File: src/rtl/md_seq_ctrl_pkg.sv
// Shared encodings for the RV32M multiply/divide sequencer:
// funct3 op selects and the 2-bit FSM state encoding.
package md_seq_ctrl_pkg;

    localparam logic [2:0] F3_MUL    = 3'b000;
    localparam logic [2:0] F3_MULH   = 3'b001;
    localparam logic [2:0] F3_MULHSU = 3'b010;
    localparam logic [2:0] F3_MULHU  = 3'b011;
    localparam logic [2:0] F3_DIV    = 3'b100;
    localparam logic [2:0] F3_DIVU   = 3'b101;
    localparam logic [2:0] F3_REM    = 3'b110;
    localparam logic [2:0] F3_REMU   = 3'b111;

    localparam int ITERS = 32;

    typedef enum logic [1:0] {
        ST_IDLE = 2'd0,
        ST_CALC = 2'd1,
        ST_FIX  = 2'd2,
        ST_DONE = 2'd3
    } md_state_e;

endpackage

File: src/rtl/md_iter_core.sv
// Datapath for one shift-add multiply or restoring-divide step per clock.
// For divide, acc holds {remainder, dividend/quotient}; for multiply, the product.
module md_iter_core #(
    parameter int XLEN = 32
) (
    input  logic              clk,
    input  logic              rst_n,
    input  logic              load,
    input  logic              step,
    input  logic              is_div,
    input  logic [XLEN-1:0]   a_i,
    input  logic [XLEN-1:0]   b_i,
    output logic [2*XLEN-1:0] acc_o
);

    logic [2*XLEN-1:0] acc_q;
    logic [2*XLEN-1:0] mcand_q;
    logic [XLEN-1:0]   mplr_q;
    logic [XLEN-1:0]   dvsr_q;

    logic [XLEN:0]     rem_sh;
    logic [XLEN:0]     rem_diff;
    logic              rem_ge;
    logic [2*XLEN-1:0] mul_d;
    logic [2*XLEN-1:0] div_d;

    always_comb begin
        rem_sh   = acc_q[2*XLEN-1:XLEN-1];
        rem_ge   = (rem_sh >= {1'b0, dvsr_q});
        rem_diff = rem_sh - {1'b0, dvsr_q};
        // After a successful subtract the remainder is below the divisor, so XLEN bits suffice.
        div_d = rem_ge ? {rem_diff[XLEN-1:0], acc_q[XLEN-2:0], 1'b1}
                       : {rem_sh[XLEN-1:0],   acc_q[XLEN-2:0], 1'b0};
        mul_d = mplr_q[0] ? (acc_q + mcand_q) : acc_q;
    end

    always_ff @(posedge clk) begin
        if (!rst_n) begin
            acc_q   <= '0;
            mcand_q <= '0;
            mplr_q  <= '0;
            dvsr_q  <= '0;
        end else if (load) begin
            if (is_div) begin
                acc_q  <= {{XLEN{1'b0}}, a_i};
                dvsr_q <= b_i;
            end else begin
                acc_q   <= '0;
                mcand_q <= {{XLEN{1'b0}}, a_i};
                mplr_q  <= b_i;
            end
        end else if (step) begin
            if (is_div) begin
                acc_q <= div_d;
            end else begin
                acc_q   <= mul_d;
                mcand_q <= {mcand_q[2*XLEN-2:0], 1'b0};
                mplr_q  <= {1'b0, mplr_q[XLEN-1:1]};
            end
        end
    end

    assign acc_o = acc_q;

endmodule

File: src/rtl/md_seq_ctrl.sv
// RV32M iterative multiply/divide sequencer: accepts one op, runs 32 steps,
// applies sign fix-up and hands the tagged result back over valid/ready.
module md_seq_ctrl
    import md_seq_ctrl_pkg::*;
#(
    parameter int XLEN = 32,
    parameter int TAGW = 5
) (
    input  logic            clk,
    input  logic            rst_n,
    input  logic            in_valid,
    output logic            in_ready,
    input  logic [2:0]      in_funct3,
    input  logic [XLEN-1:0] in_a,
    input  logic [XLEN-1:0] in_b,
    input  logic [TAGW-1:0] in_tag,
    input  logic            flush,
    output logic            out_valid,
    input  logic            out_ready,
    output logic [XLEN-1:0] out_result,
    output logic [TAGW-1:0] out_tag,
    output logic            busy
);

    md_state_e         state_q;
    logic [5:0]        cnt_q;
    logic [2:0]        f3_q;
    logic [TAGW-1:0]   tag_q;
    logic              sa_q, sb_q;
    logic              out_valid_q;
    logic [XLEN-1:0]   out_result_q;
    logic [TAGW-1:0]   out_tag_q;
    logic              busy_q;

    logic              sgn_a, sgn_b, sa_d, sb_d;
    logic [XLEN-1:0]   a_mag, b_mag;
    logic              div_zero, div_ovf, special;
    logic [XLEN-1:0]   spec_res_d;
    logic              accept, core_load, core_step, core_is_div;
    logic [2*XLEN-1:0] acc;
    logic [2*XLEN-1:0] prod_fix;
    logic [XLEN-1:0]   quo, rem;
    logic [XLEN-1:0]   fix_res_d;

    assign in_ready = (state_q == ST_IDLE);
    assign accept   = in_ready && in_valid && !flush;

    always_comb begin
        sgn_a = (in_funct3 == F3_MULH) || (in_funct3 == F3_MULHSU) ||
                (in_funct3 == F3_DIV)  || (in_funct3 == F3_REM);
        sgn_b = (in_funct3 == F3_MULH) || (in_funct3 == F3_DIV) || (in_funct3 == F3_REM);
        sa_d  = sgn_a && in_a[XLEN-1];
        sb_d  = sgn_b && in_b[XLEN-1];
        a_mag = sa_d ? (~in_a + 1'b1) : in_a;
        b_mag = sb_d ? (~in_b + 1'b1) : in_b;

        div_zero = in_funct3[2] && (in_b == '0);
        div_ovf  = ((in_funct3 == F3_DIV) || (in_funct3 == F3_REM)) &&
                   (in_a == {1'b1, {(XLEN-1){1'b0}}}) && (in_b == '1);
        special  = div_zero || div_ovf;
        // Overflow DIV returns the dividend itself (0x80000000); REM gives 0.
        if (div_zero)
            spec_res_d = in_funct3[1] ? in_a : '1;
        else
            spec_res_d = in_funct3[1] ? '0 : in_a;
    end

    assign core_load   = accept;
    assign core_step   = (state_q == ST_CALC) && !flush;
    assign core_is_div = in_ready ? in_funct3[2] : f3_q[2];

    md_iter_core #(.XLEN(XLEN)) u_core (
        .clk    (clk),
        .rst_n  (rst_n),
        .load   (core_load),
        .step   (core_step),
        .is_div (core_is_div),
        .a_i    (a_mag),
        .b_i    (b_mag),
        .acc_o  (acc)
    );

    always_comb begin
        prod_fix = (sa_q ^ sb_q) ? (~acc + 1'b1) : acc;
        quo      = acc[XLEN-1:0];
        rem      = acc[2*XLEN-1:XLEN];
        if (!f3_q[2])
            fix_res_d = (f3_q == F3_MUL) ? prod_fix[XLEN-1:0] : prod_fix[2*XLEN-1:XLEN];
        else if (f3_q[1])
            fix_res_d = sa_q ? (~rem + 1'b1) : rem;
        else
            fix_res_d = (sa_q ^ sb_q) ? (~quo + 1'b1) : quo;
    end

    always_ff @(posedge clk) begin
        if (!rst_n) begin
            state_q      <= ST_IDLE;
            cnt_q        <= '0;
            f3_q         <= '0;
            tag_q        <= '0;
            sa_q         <= 1'b0;
            sb_q         <= 1'b0;
            out_valid_q  <= 1'b0;
            out_result_q <= '0;
            out_tag_q    <= '0;
            busy_q       <= 1'b0;
        end else if (flush) begin
            state_q     <= ST_IDLE;
            out_valid_q <= 1'b0;
            busy_q      <= 1'b0;
        end else begin
            case (state_q)
                ST_IDLE: begin
                    if (in_valid) begin
                        f3_q   <= in_funct3;
                        tag_q  <= in_tag;
                        sa_q   <= sa_d;
                        sb_q   <= sb_d;
                        cnt_q  <= '0;
                        busy_q <= 1'b1;
                        if (special) begin
                            out_result_q <= spec_res_d;
                            out_tag_q    <= in_tag;
                            out_valid_q  <= 1'b1;
                            state_q      <= ST_DONE;
                        end else begin
                            state_q <= ST_CALC;
                        end
                    end
                end
                ST_CALC: begin
                    cnt_q <= cnt_q + 6'd1;
                    if (cnt_q == 6'(ITERS - 1))
                        state_q <= ST_FIX;
                end
                ST_FIX: begin
                    out_result_q <= fix_res_d;
                    out_tag_q    <= tag_q;
                    out_valid_q  <= 1'b1;
                    state_q      <= ST_DONE;
                end
                ST_DONE: begin
                    if (out_ready) begin
                        out_valid_q <= 1'b0;
                        busy_q      <= 1'b0;
                        state_q     <= ST_IDLE;
                    end
                end
                default: state_q <= ST_IDLE;
            endcase
        end
    end

    assign out_valid  = out_valid_q;
    assign out_result = out_result_q;
    assign out_tag    = out_tag_q;
    assign busy       = busy_q;

endmodule

File: config.mk
export PLATFORM = sky130hd
export DESIGN_NAME = md_seq_ctrl
export DESIGN_NICKNAME = d
export VERILOG_FILES = /design/src/rtl/md_seq_ctrl_pkg.sv /design/src/rtl/md_iter_core.sv /design/src/rtl/md_seq_ctrl.sv
export SDC_FILE = /design/constraint.sdc
export NUM_CORES = 1
export LEC_CHECK = 0
export ABC_AREA = 1
export BUFFER_PORTS_ARGS = -buffer_cell sky130_fd_sc_hd__buf_4
export CAP_MARGIN = 0
export CORE_ASPECT_RATIO = 0.8
export CORE_MARGIN = 4
export CORE_UTILIZATION = 46
export DETAILED_ROUTE_END_ITERATION = 16
export PLACE_DENSITY = 0.69
export SYNTH_ARGS = -nofsm -noshare
export SYNTH_HDL_FRONTEND = slang
export SYNTH_HIERARCHICAL = 1
export SYNTH_SLANG_ARGS = --single-unit
File: constraint.sdc
create_clock -name clk -period 4.2 [get_ports clk]
set_input_delay 0.42 -clock clk [delete_from_list [all_inputs] [get_ports clk]]
set_output_delay 0.42 -clock clk [all_outputs]
set_load 0.01 [all_outputs]
==> impl.org <==
** Run status
- Result of the run :: completed

** Setup path
- Sort of element at the end of the critical path :: flop
- Arrival time at the worst endpoint :: approximately 4 ns
- The worst setup path is launched from a flop.
- Critical path required time :: 4.63 ns
- WS Path Type :: flop to flop
- In this run the worst path has a maximum fanout of 26.
- Depth of the worst register-to-register path :: 11

** Final layout
- Once layout is done, the placed cells without fillers occupy 27,700 um2.
- Layout Area Growth over Synthesis :: 9.18%
- Commonest cells after routing, fill and taps aside :: sky130_fd_sc_hd__nand2_1, sky130_fd_sc_hd__inv_1, sky130_fd_sc_hd__nor2_1
- Commonest non-fill, non-tap cell in the layout :: sky130_fd_sc_hd__nand2_1
- Cells with a size suffix above 1 make up under 10% of the layout.
- # nets final :: roughly 4,900
- Counting the fill cells in the layout gives 5,882.

** Pwr
- Of the total power, the share spent switching nets is 44.1%.
- Combinational cells account for 43.5% of the total power.
- Maximum vdd drop :: between 0.3 and 0.4 mV
- Cell internal power dissipation :: 5.18 mW
- For this design the total switching power over the nets is 4.09 mW.
- Overall power :: 9.27 mW
- For this design the ratio of total power to cell area is 334 nW/um2.
- Lkg Pwr :: 14.2 nW
- The clock network burns between 20% and 30% of the power.
- Per report_power, the sequential group accounts for 29.6% of the total.

** Synthesis
- Dividing the synthesized area by the synthesized cell count gives 5.46 um2.
- Counting every instance in the synthesized netlist gives 4,651.
- Counting distinct cell types in the post-synthesis netlist gives 57.
- Post-Syn Nets :: 4,835
- Flop and latch count out of synthesis :: 249
- Yosys printed 6 warnings.
- Synthesized area :: approximately 25,000 um2
- Proportion of synthesized chip area in sequential cells :: 19.6%
- The most used flip-flop cell after synthesis is sky130_fd_sc_hd__dfxtp_1.
- In this run, synthesis inferred 0 flip-flops with an integrated enable.
- Post-synthesis async set-or-reset flop share :: 0%

** Global routing
- Global-route wire length before repair :: approximately 140,000 um
- The number of antenna violations at the first check in global routing is 1.
- The via count of the first global-routing pass is about 25,000.
- Across every metal layer, demand over resource in global routing totals 30.9%.
- Entering global routing, the biggest net connects 78 pins.
- Remaining global-route overflow :: 0

** Route
- The final route contains 29,729 vias.
- In this run, the number of DRC markers left after iteration 0 of detailed routing was between 3,000 and 4,000.
- DR pass1 iterations :: 6
- Ratio of routed vias to standard cells :: 5.51
- After detailed routing, the number of remaining DRC violations is 0.
- Total Wirelength :: 96,000 um
- Antenna Nets Post-Route :: 0
- Wire length per cell :: 17.8 um

** Place
- Area after DPL :: between 20,000 and 30,000 um2
- Buffers on Ports :: roughly 120
- Routability-driven placement finished with a final weighted congestion of 1.02.
- Half-perimeter wire length after detailed placement :: 75,800 um
- Prior to clock tree synthesis, the placed netlist has a worst setup slack of 0.803 ns.

** Floorplan
- Total I/O pin count :: roughly 120
- Initial cell density of the core :: between 40% and 50%
- The floorplan step set the die width to 271 um.
- Total die area :: between 50,000 and 60,000 um2
- After floorplanning, the core was sized to cover 54,200 um2.
- Die height :: 218 um
- FP Rows :: 76

** STA
- Post-Route Setup TNS :: 0 ns
- Part of the cycle the worst path needs :: 85.5%
- Slew at the pin with the worst max-slew slack :: 1.08 ns
- After layout, the minimum clock period comes to 3.59 ns.
- Top achievable clock speed :: 278 MHz
- Setup repair after global routing missed its margin :: no
- Final Hold Violating Endpoints :: 0
- In this run the tightest slew margin relative to its limit is 27.8%.
- Setup slack on the critical path of the routed design comes to about 0.61 ns.
- Final number of max-transition violations :: 0
- On the final layout, the worst hold slack is ~0.09 ns.
- Final setup fails :: 0
- Setup Skew :: 0.0269 ns

** Clock network
- Clock insertion delay at the later pin of the skew report :: 0.58 ns
- TritonCTS clock tree :: done
- For this design, the CTS-stage hold fixing added 0 buffers.
- Buffers added to address setup during post-CTS repair amount to 0.
- Max Root-Sink Buffers :: 3
- The number of gates resized after CTS was 0.
- CTS placed an instance of sky130_fd_sc_hd__clkbuf_16 at the clock tree root.
- Cts bufs inserted :: 27
- The tree built by TritonCTS fans out to 249 sinks.
- Clock-pin slew on the worst setup and hold paths :: 0.06 ns
- H-tree levels :: 1

** Flow run
- Max-capacitance violation count :: 0

** Hold path
- In this run the worst hold path is classified as primary input to flop.
- Hold Crit Depth :: 3
## final timing paths
kind / startpoint / endpoint / slack, ns
worst max-delay path: state_q[0] / u_core/acc_o[0] / 0.61
worst min-delay path: in_tag[3] / tag_q[3] / 0.09
worst min register to register: u_core/dvsr_q[18] / u_core/dvsr_q[18] / 0.46
worst max register to register: state_q[0] / u_core/acc_o[0] / 0.61
## routing by layer
layer	vias up	share of wire (%)	track usage (%)
met3	170	14	9.71
met4	2	3.1	8.54
li1	14792	-	-
met1	13316	45	46.0
met2	1449	38	42.5
met5	-	0.0073	0
## cell families (layout without fill, tap and decap cells)
| logic type | after synthesis | count (layout) | share of synthesized area [%] |
|---|---|---|---|
| AOI/OAI and AO/OA | 678 | 678 | 14.6 |
| DFF | 249 | 249 | 19.6 |
| xor gates and xnor gates | 126 | 126 | 4.38 |
| buffers and inverters | 848 | 892 | 13.0 |
| other | 0 | 1 | 0 |
| adders and majority gates | 110 | 110 | 5.45 |
| and+or+nand+nor | 2640 | 2640 | 42.9 |
## power groups by stage
| stage | Sequential, mW | Clock (mW) | Combinational, mW |
|---|---|---|---|
| finish | 2.74 | 2.49 | 4.04 |
| global route | 2.75 | 2.61 | 4.49 |
| CTS | 2.73 | 2.52 | 3.92 |
| detailed placement | 2.78 | 0 | 3.90 |
| global placement | 2.78 | 0 | 3.89 |
| floorplan | 2.68 | 0 | 2.89 |
## critical path: stages, from the launching register on
cell and delay (ns):
sky130_fd_sc_hd__dfxtp_1 0.38, sky130_fd_sc_hd__inv_1 0.08, sky130_fd_sc_hd__ha_1 0.31, sky130_fd_sc_hd__inv_1 0.19, sky130_fd_sc_hd__nor3_4 0.11, sky130_fd_sc_hd__nor2_1 0.59, sky130_fd_sc_hd__inv_1 0.34, sky130_fd_sc_hd__o22ai_4 0.72
sky130_fd_sc_hd__inv_1 0.21, sky130_fd_sc_hd__buf_4 0.27, sky130_fd_sc_hd__o21ai_0 0.17, sky130_fd_sc_hd__a41oi_1 0.06
## through the flow
stage          utilization [%]  std cells
5_1_grt                   51.1       5397
6_report                  51.1       5398
3_5_place_dp              49.5       5349
3_3_place_gp              49.5       5349
4_1_cts                   51.1       5397
2_1_floorplan                -       4651
## synthesized netlist by cell type (all sizes together), types with 3 or more instances
master     n  share of area (%)
nand2   1601                 24
inv      673                9.9
nor2     502                7.6
nand3    424                8.4
o21ai    277                5.5
dfxtp    249                 20
a21oi    245                4.9
clkbuf   113                1.7
ha       105                5.2
xor2      86                3.0
a31oi     85                2.1
buf       58                1.3
xnor2     40                1.4
nand4     37               0.94
nor3      35               0.94
a22oi     25               0.74
nand3b    16               0.49
o21bai    14               0.43
o211ai    13               0.38
or2        9               0.22
and2       8               0.20
nor4       7               0.20
a41oi      6               0.21
o31ai      5               0.17
clkinv     4              0.064
a211oi     3              0.089
maj3       3               0.12
## sequential cells by signal, summed over array words and instances (netlist names)
signal / count
busy: 1
cnt_q: 6
f3_q: 3
out_result: 32
out_tag: 5
out_valid: 1
sa_q: 1
sb_q: 1
state_q: 2
tag_q: 5
u_core/acc_o: 64
u_core/dvsr_q: 32
u_core/mcand_q: 64
u_core/mplr_q: 32
## layout make-up
type / count / area (um2) / share of cell area, %
antenna: 1 / 2.50 / 0.00903
clock buffer: 35 / 766 / 2.76
multi-input combinational: 3554 / 17100 / 61.8
inverter: 677 / 2540 / 9.17
clock inverter: 13 / 136 / 0.492
timing repair buffer: 167 / 1270 / 4.57
sequential: 249 / 4980 / 18.0
tap: 702 / 878 / 3.17
No activity file was read; power rests on OpenSTA's default activity.
